<file path="src/rtl/rotmem_access_ctrl.sv">
// rotmem_access_ctrl: sequences host byte reads/writes onto a bit-serial rotating store,
// tracking the store's bit phase and word pointer in lockstep.
module rotmem_access_ctrl #(
    parameter int WORD_COUNT = 32,
    parameter int ADDR_W     = 5
) (
    input  logic              clk,
    input  logic              reset,
    input  logic              req,
    input  logic              we,
    input  logic [ADDR_W-1:0] addr,
    input  logic [7:0]        wdata,
    output logic              ack,
    output logic              err,
    output logic [7:0]        rdata,
    output logic              busy,
    output logic              mem_write,
    output logic              mem_din,
    input  logic [7:0]        mem_dout,
    output logic [ADDR_W-1:0] frame_ptr
);
    localparam logic [ADDR_W-1:0] LAST = ADDR_W'(WORD_COUNT - 1);
    localparam logic [ADDR_W:0]   WC   = (ADDR_W + 1)'(WORD_COUNT);

    typedef enum logic [2:0] {IDLE, WAIT_W, WAIT_R, XFER, DONE} state_t;

    state_t            state, state_nx;
    logic [2:0]        phase;
    logic [ADDR_W-1:0] a_q, fp_inc, rd_target;
    logic [7:0]        d_q;
    logic              e_q, oor;

    assign fp_inc    = (frame_ptr == LAST) ? '0 : frame_ptr + 1'b1;
    assign rd_target = (a_q == LAST) ? '0 : a_q + 1'b1;
    assign oor       = {1'b0, addr} >= WC;
    assign ack       = state == DONE;
    assign err       = ack && e_q;
    assign busy      = state != IDLE;

    always_comb begin
        state_nx = state;
        case (state)
            IDLE:    if (req) state_nx = oor ? DONE : (we ? WAIT_W : WAIT_R);
            WAIT_W:  if (phase == 3'd7 && fp_inc == a_q) state_nx = XFER;
            XFER:    if (phase == 3'd7) state_nx = DONE;
            WAIT_R:  if (phase == 3'd0 && frame_ptr == rd_target) state_nx = DONE;
            default: state_nx = IDLE;
        endcase
    end

    // serial drive is registered one cycle ahead so it is stable at the store's sampling edge
    always_ff @(posedge clk or posedge reset) begin
        if (reset) begin
            state     <= IDLE;
            phase     <= '0;
            frame_ptr <= '0;
            a_q       <= '0;
            d_q       <= '0;
            e_q       <= 1'b0;
            rdata     <= '0;
            mem_write <= 1'b0;
            mem_din   <= 1'b0;
        end else begin
            state     <= state_nx;
            phase     <= phase + 3'd1;
            frame_ptr <= (phase == 3'd7) ? fp_inc : frame_ptr;
            if (state == IDLE && req) begin
                a_q <= addr;
                d_q <= wdata;
                e_q <= oor;
            end
            if (state == WAIT_R && state_nx == DONE) rdata <= mem_dout;
            mem_write <= state_nx == XFER;
            mem_din   <= state_nx == XFER && d_q[3'(phase + 3'd1)];
        end
    end
endmodule

</file>
<file path="config.mk">
export PLATFORM = sky130hd
export DESIGN_NAME = rotmem_access_ctrl
export DESIGN_NICKNAME = d
export VERILOG_FILES = /design/src/rtl/rotmem_access_ctrl.sv
export SDC_FILE = /design/constraint.sdc
export NUM_CORES = 1
export LEC_CHECK = 0
export BUFFER_PORTS_ARGS = -buffer_cell sky130_fd_sc_hd__buf_2
export CAP_MARGIN = 5
export CORE_UTILIZATION = 45
export DETAILED_ROUTE_END_ITERATION = 8
export PLACE_DENSITY_LB_ADDON = 0.12
export SETUP_SLACK_MARGIN = 0.1
export SLEW_MARGIN = 20
export SYNTH_ARGS = -nofsm -noshare
export SYNTH_HDL_FRONTEND = slang
export SYNTH_SLANG_ARGS = --single-unit
export TNS_END_PERCENT = 10
</file>
<file path="constraint.sdc">
create_clock -name clk -period 2.99 [get_ports clk]
set_input_delay 0.1495 -clock clk [delete_from_list [all_inputs] [get_ports clk]]
set_output_delay 0.1495 -clock clk [all_outputs]
set_load 0.05 [all_outputs]
</file>
======== Word-level counts from Yosys, hierarchy flattened ========
Cells that the tools add are included.
cells by class
  multipliers ............................. 0
  $lt $le $gt $ge ......................... 1
  bitwise gates (word level) .............. 0
  mux-type cells .......................... 10
  eq/ne operators ......................... 11
  shifts and indexed selects .............. 0
  divide/modulo/power cells ............... 0
  add/subtract/negate cells ............... 3
  reductions and logical operators ........ 8
operators with widths
  operator               number
  $mux W3                4
  $pmux W3 S4            1
  $add A5 B1 Y5 const B  2
  $eq A5 B5 Y1           2
  $eq A5 B5 Y1 const B   2
  $mux W5                2
  $eq A3 B2 Y1 const B   3
  $eq A3 B3 Y1 const B   3
  $logic_not A3 Y1       2
  $logic_and A1 B1 Y1    5
  $lt A3 B4 Y1 const B   1
  $add A3 B1 Y3 const B  1
  $bmux W1 S3            1
  $eq A3 B1 Y1 const B   1
  $reduce_bool A3 Y1     1
  $mux W2                1
  $mux W1                1
storage, ports and cells
  latch bits .............................. 0
  input bits .............................. 25
  register bits ........................... 34
  memory bits (writable) .................. 0
  memories kept ........................... 0
  bits in read-only memories .............. 0

======== Depth between registers and ports, before layout ========
  depth after elaboration ................. 8
  gate-level depth with buffers ........... 8
  depth with buffers taken out ............ 8

======== Least setup slack after synthesis ========
OpenSTA, ideal clock, no wires.
  path type ............................... flip-flop to flip-flop
  start ................................... register a_q[0]
  end ..................................... register rdata[0]
  slack ................................... 602 ps
  buffers on the path ..................... 0
  required time ........................... 2865 ps
  stages on the path, launching flop included .. 9
  clock period less this slack ............ 2388 ps
  data arrival time ....................... 2263 ps
  setup time .............................. 125 ps
  path through ............................ dfrtp_1 > ha_1 > and3_2 > ha_1 > xor2_1 > nor4b_1 > and4bb_2 > nand4_4 > mux2_2
on the way
  longest elaborated chain between the ends .. 8
  elaborated cells between the ends (all ways) .. 12
  classes of those cells .................. add/sub (1); eq/ne (4); mux (4); reduce/logical (3)
RTL lines
  element                                        line  RTL
  start: declaration                             29    logic [ADDR_W-1:0] a_q, fp_inc, rd_target;
  start signal: assignment                       68    a_q <= addr;
  $add A5 B1 Y5 or $eq A5 B5 Y1 (tied branches)  34    assign rd_target = (a_q == LAST) ? '0 : a_q + 1'b1;
  $mux W5                                        34
  $eq A5 B5 Y1                                   46    WAIT_R: if (phase == 3'd0 && frame_ptr == rd_target) state_nx = DONE;
  $logic_and A1 B1 Y1                            46
  $mux W3                                        46
  $pmux W3 S4 (*)                                42    case (state)
  $eq A3 B3 Y1 (*)                               72    if (state == WAIT_R && state_nx == DONE) rdata <= mem_dout;
  $logic_and A1 B1 Y1 (*)                        72
  end signal: assignment                         72
  end: declaration                               15    output logic [7:0] rdata,
Every way passes the cells marked *; elsewhere a longest branch is shown, timed or not.
A chain may end at the register's enable or synchronous reset.

======== Final worst setup path ========
  start ................................... register a_q[0]
  end ..................................... register rdata[1]
Same word-level chain as after synthesis.

==> run summary <==
The count of input and output buffers came out at 41. In the routed design, unresolved DRC markers number 0. The later pin in the worst-skew pair is clocked with a latency of 0.28 ns. The final non-filler cell area is 2080 sq um.

The number of flops mapped to enable cells by yosys came out at 0. The placed wire-length estimate after detailed placement is 2380 microns, and the critical path required time is 3.16 ns. Via count of the first global-routing pass: 1151. The total clock buffers created by CTS was 5; the final net count was 215. The root buffer cell is sky130_fd_sc_hd__clkbuf_8. The post-route netlist has 45.4% of its cells at a drive strength greater than 1. CTS built an H-tree with a depth of 2. The startpoint of the worst setup timing path was a_q[0]. The first TritonRoute pass finished after 4 iterations. During synthesis, Yosys emitted a total of 0 warnings.

Setup repair after global routing left no endpoint under its margin. The tools report the number of design-rule violations left by the first detailed-router iteration as 76. The logs give 0.000967 uW for the leakage power and 2 for the deepest clock path buffer count. The total I/O pin count was 43. Yosys attributes the largest share of cell area to sky130_fd_sc_hd__dfrtp_1 (49%), sky130_fd_sc_hd__mux2_2 (16%), sky130_fd_sc_hd__ha_1 (5.0%). The total power divided by cell area is 760 nW/um^2, and the number of rows in the core area is 22. Routability-driven placement finished with a final weighted congestion of 0.850. The flow ran to the end, and the final reports show no timing, DRC or antenna violations. The category of the most critical setup path was reg2reg. The smallest clock period supported by the final layout is computed as 2.58 ns. Wires add up to 3100 microns. Data arrives at the worst endpoint at 2.75 ns.

Final antenna-violating net count: 0. Total clock sinks: 34. The worst register-to-register path begins at a_q[0]. The via-per-instance ratio was 5.19; the count of endpoints failing hold in the final timing report was 0. The die covers 4120 sq um. Timing analysis after detailed placement gives a worst setup slack of 0.419 ns. For this run, the register share of the synthesized area comes to 48.9%.

The global-route total usage across every layer was 16.9%. Dividing the final minimum period by the clock period gives 86.4%. Summed over all layers, the global routing overflow is 0.

The count of endpoints failing setup in the final report is 0. The core region is 3690 sq um. In this run the cell area measured after placement is 1990 sq um. The total power is 1580 uW, and the register bit total from synthesis is 34.

Of all flip-flops after synthesis, the portion carrying an async set or reset was 100%. Synthesis instantiated 41 different standard cells from the library. The quantity of hold-fixing buffers added after cts was 1; the buffers inserted during post-CTS setup optimization was 0.

Across the run, the number of max-cap violations was 0. The maximum fanout along the worst path works out to 8. The top cell type by total area after synthesis was sky130_fd_sc_hd__dfrtp_1. The number of nets handed over by synthesis was 168. The final setup slack of the worst path came out at 0.407 ns. TritonCTS built the clock tree. The routed length per placed instance works out to 13.4 microns.

The tools report the element type at the critical path end as a register. After synthesis, the mean cell area works out to 12.8 sq um. The pin count of the biggest net entering global routing came out at 35.

The starting density of the core is 47.2%. Once the clock tree was built, the resizer swapped 0 gates to a different size. The cell count after synthesis was 136; the area share of the largest cell type after synthesis was 48.9%. Worst clock skew on the final layout: 0.00653 ns.

After clock tree synthesis, the clock-pin slew on the worst setup and hold paths is 0.07 ns. The first-pass GRT wire length came out at 5200 microns. In this run the cell area of the synthesized design comes to 1740 sq um.

Compared with the post-synthesis result, the final layout area differs by 19.6%. The path class of the tightest hold or removal check is in2reg. The height of the die was 64.2 microns. After filler insertion, the fill cell instance count of the layout stands at 347. IR analysis of the VDD net gives a maximum drop of 0.000423 V.

For the number of max-slew violations in the final report, the log shows 0. The beginning of the worst hold path was mem_dout[3]. For the antenna diode count, the log shows 0.

The setup TNS was 0 ns; the width of the chip was 64.2 microns. The element type at the critical path start was a register. The initial antenna violation count was 0. For this run, the leading register cell type out of synthesis is sky130_fd_sc_hd__dfrtp_1. For this run, the top clock speed supported by timing is 387 MHz. The tools report the total vias in the final route as 1199.
critical path, stage by stage (launching register included):
cell and delay (ns):
sky130_fd_sc_hd__dfrtp_1 0.43, sky130_fd_sc_hd__ha_1 0.25, sky130_fd_sc_hd__and3_2 0.22, sky130_fd_sc_hd__ha_1 0.29, sky130_fd_sc_hd__xor2_1 0.16, sky130_fd_sc_hd__nor4b_1 0.25
sky130_fd_sc_hd__and4bb_2 0.34, sky130_fd_sc_hd__nand4_4 0.19, sky130_fd_sc_hd__mux2_2 0.33
area by class of cell:
cell class | count | area (sq um) | share of cell area, %
clock buffers | 6 | 72.6 | 3.49
clock inverters | 1 | 7.51 | 0.361
inverters | 4 | 15.0 | 0.722
multi-input cells | 94 | 843 | 40.6
flip-flops and latches | 34 | 851 | 40.9
well taps | 48 | 60.1 | 2.89
repair buffers | 44 | 230 | 11.1
power breakdown:
group	switching, uW	internal [uW]	leakage (uW)
Combinational	289	280	0.000519
Sequential	118	580	0.000411
Clock	155	159	0.0000373
cell families (layout without fill, tap and decap cells):
| logic type | count (synthesis) | in the layout | synth area share (%) |
|---|---|---|---|
| adder cells (fa/ha/maj) | 7 | 7 | 5.04 |
| AO/OA/AOI/OAI | 14 | 14 | 5.97 |
| AND/OR/NAND/NOR | 33 | 33 | 11.8 |
| multiplexers | 28 | 28 | 19.5 |
| buffers and inverters | 8 | 55 | 2.59 |
| other | 1 | 1 | 0.216 |
| flip-flops | 34 | 34 | 48.9 |
| XOR/XNOR | 11 | 11 | 5.97 |
registers in the layout, indices dropped and copies added, names as in the netlist:
register	count
rdata	8
mem_din	1
d_q	8
a_q	5
state	3
mem_write	1
frame_ptr	5
phase	3
routing by layer:
metal	GRT usage, %	vias up	share of wire, %
met5	0	-	0
met4	5.00	0	0.81
met3	4.82	2	4.0
met2	29.3	25	50
met1	20.3	595	45
li1	-	577	-
through the flow:
stage | hold slack, ns | utilization [%] | std cells
detailed placement | 0.263 | 53.9 | 223
global route | 0.0953 | 56.4 | 231
global placement | 0.254 | 53.9 | 223
finish | 0.0996 | 56.4 | 231
CTS | 0.0915 | 56.4 | 231
floorplan | 0.291 | - | 136
synthesized netlist by cell type (all sizes together) (2+ instances only):
master	instances
inv	4
and3	3
mux2i	2
dfrtp	34
nand2	8
clkbuf	2
nor3b	2
buf	2
xnor2	6
mux2	24
ha	7
xor2	5
nor3	2
nand4	2
mux4	2
nand3b	2
o21ai	4
nor2	7
o32a	2
placed cells by master, fill, tap and decap left out, types with 2 or more instances in the layout:
cell / instances
sky130_fd_sc_hd__nand3b_1: 2
sky130_fd_sc_hd__mux2_2: 24
sky130_fd_sc_hd__nand2_1: 8
sky130_fd_sc_hd__xnor2_1: 6
sky130_fd_sc_hd__and3_1: 2
sky130_fd_sc_hd__nor2_1: 7
sky130_fd_sc_hd__nor3_1: 2
sky130_fd_sc_hd__ha_1: 7
sky130_fd_sc_hd__nor3b_1: 2
sky130_fd_sc_hd__o32a_1: 2
sky130_fd_sc_hd__xor2_1: 4
sky130_fd_sc_hd__clkbuf_8: 5
sky130_fd_sc_hd__dfrtp_1: 34
sky130_fd_sc_hd__mux4_2: 2
sky130_fd_sc_hd__o21ai_0: 4
sky130_fd_sc_hd__buf_4: 2
sky130_fd_sc_hd__buf_2: 41
sky130_fd_sc_hd__inv_1: 4
path summary, 6_finish.rpt:
| path | slack (ns) | cells past startpoint | end |
|---|---|---|---|
| max | 0.41 | 8 | rdata[1] |
| min | 0.1 | 2 | rdata[3] |
| max reg2reg | 0.41 | 8 | rdata[1] |
| min reg2reg | 0.50 | 1 | rdata[3] |
| max in group asynchronous | 2.19 | 4 | frame_ptr[1] |
| min in group asynchronous | 0.50 | 4 | d_q[1] |
No activity file was read; power rests on OpenSTA's default activity.
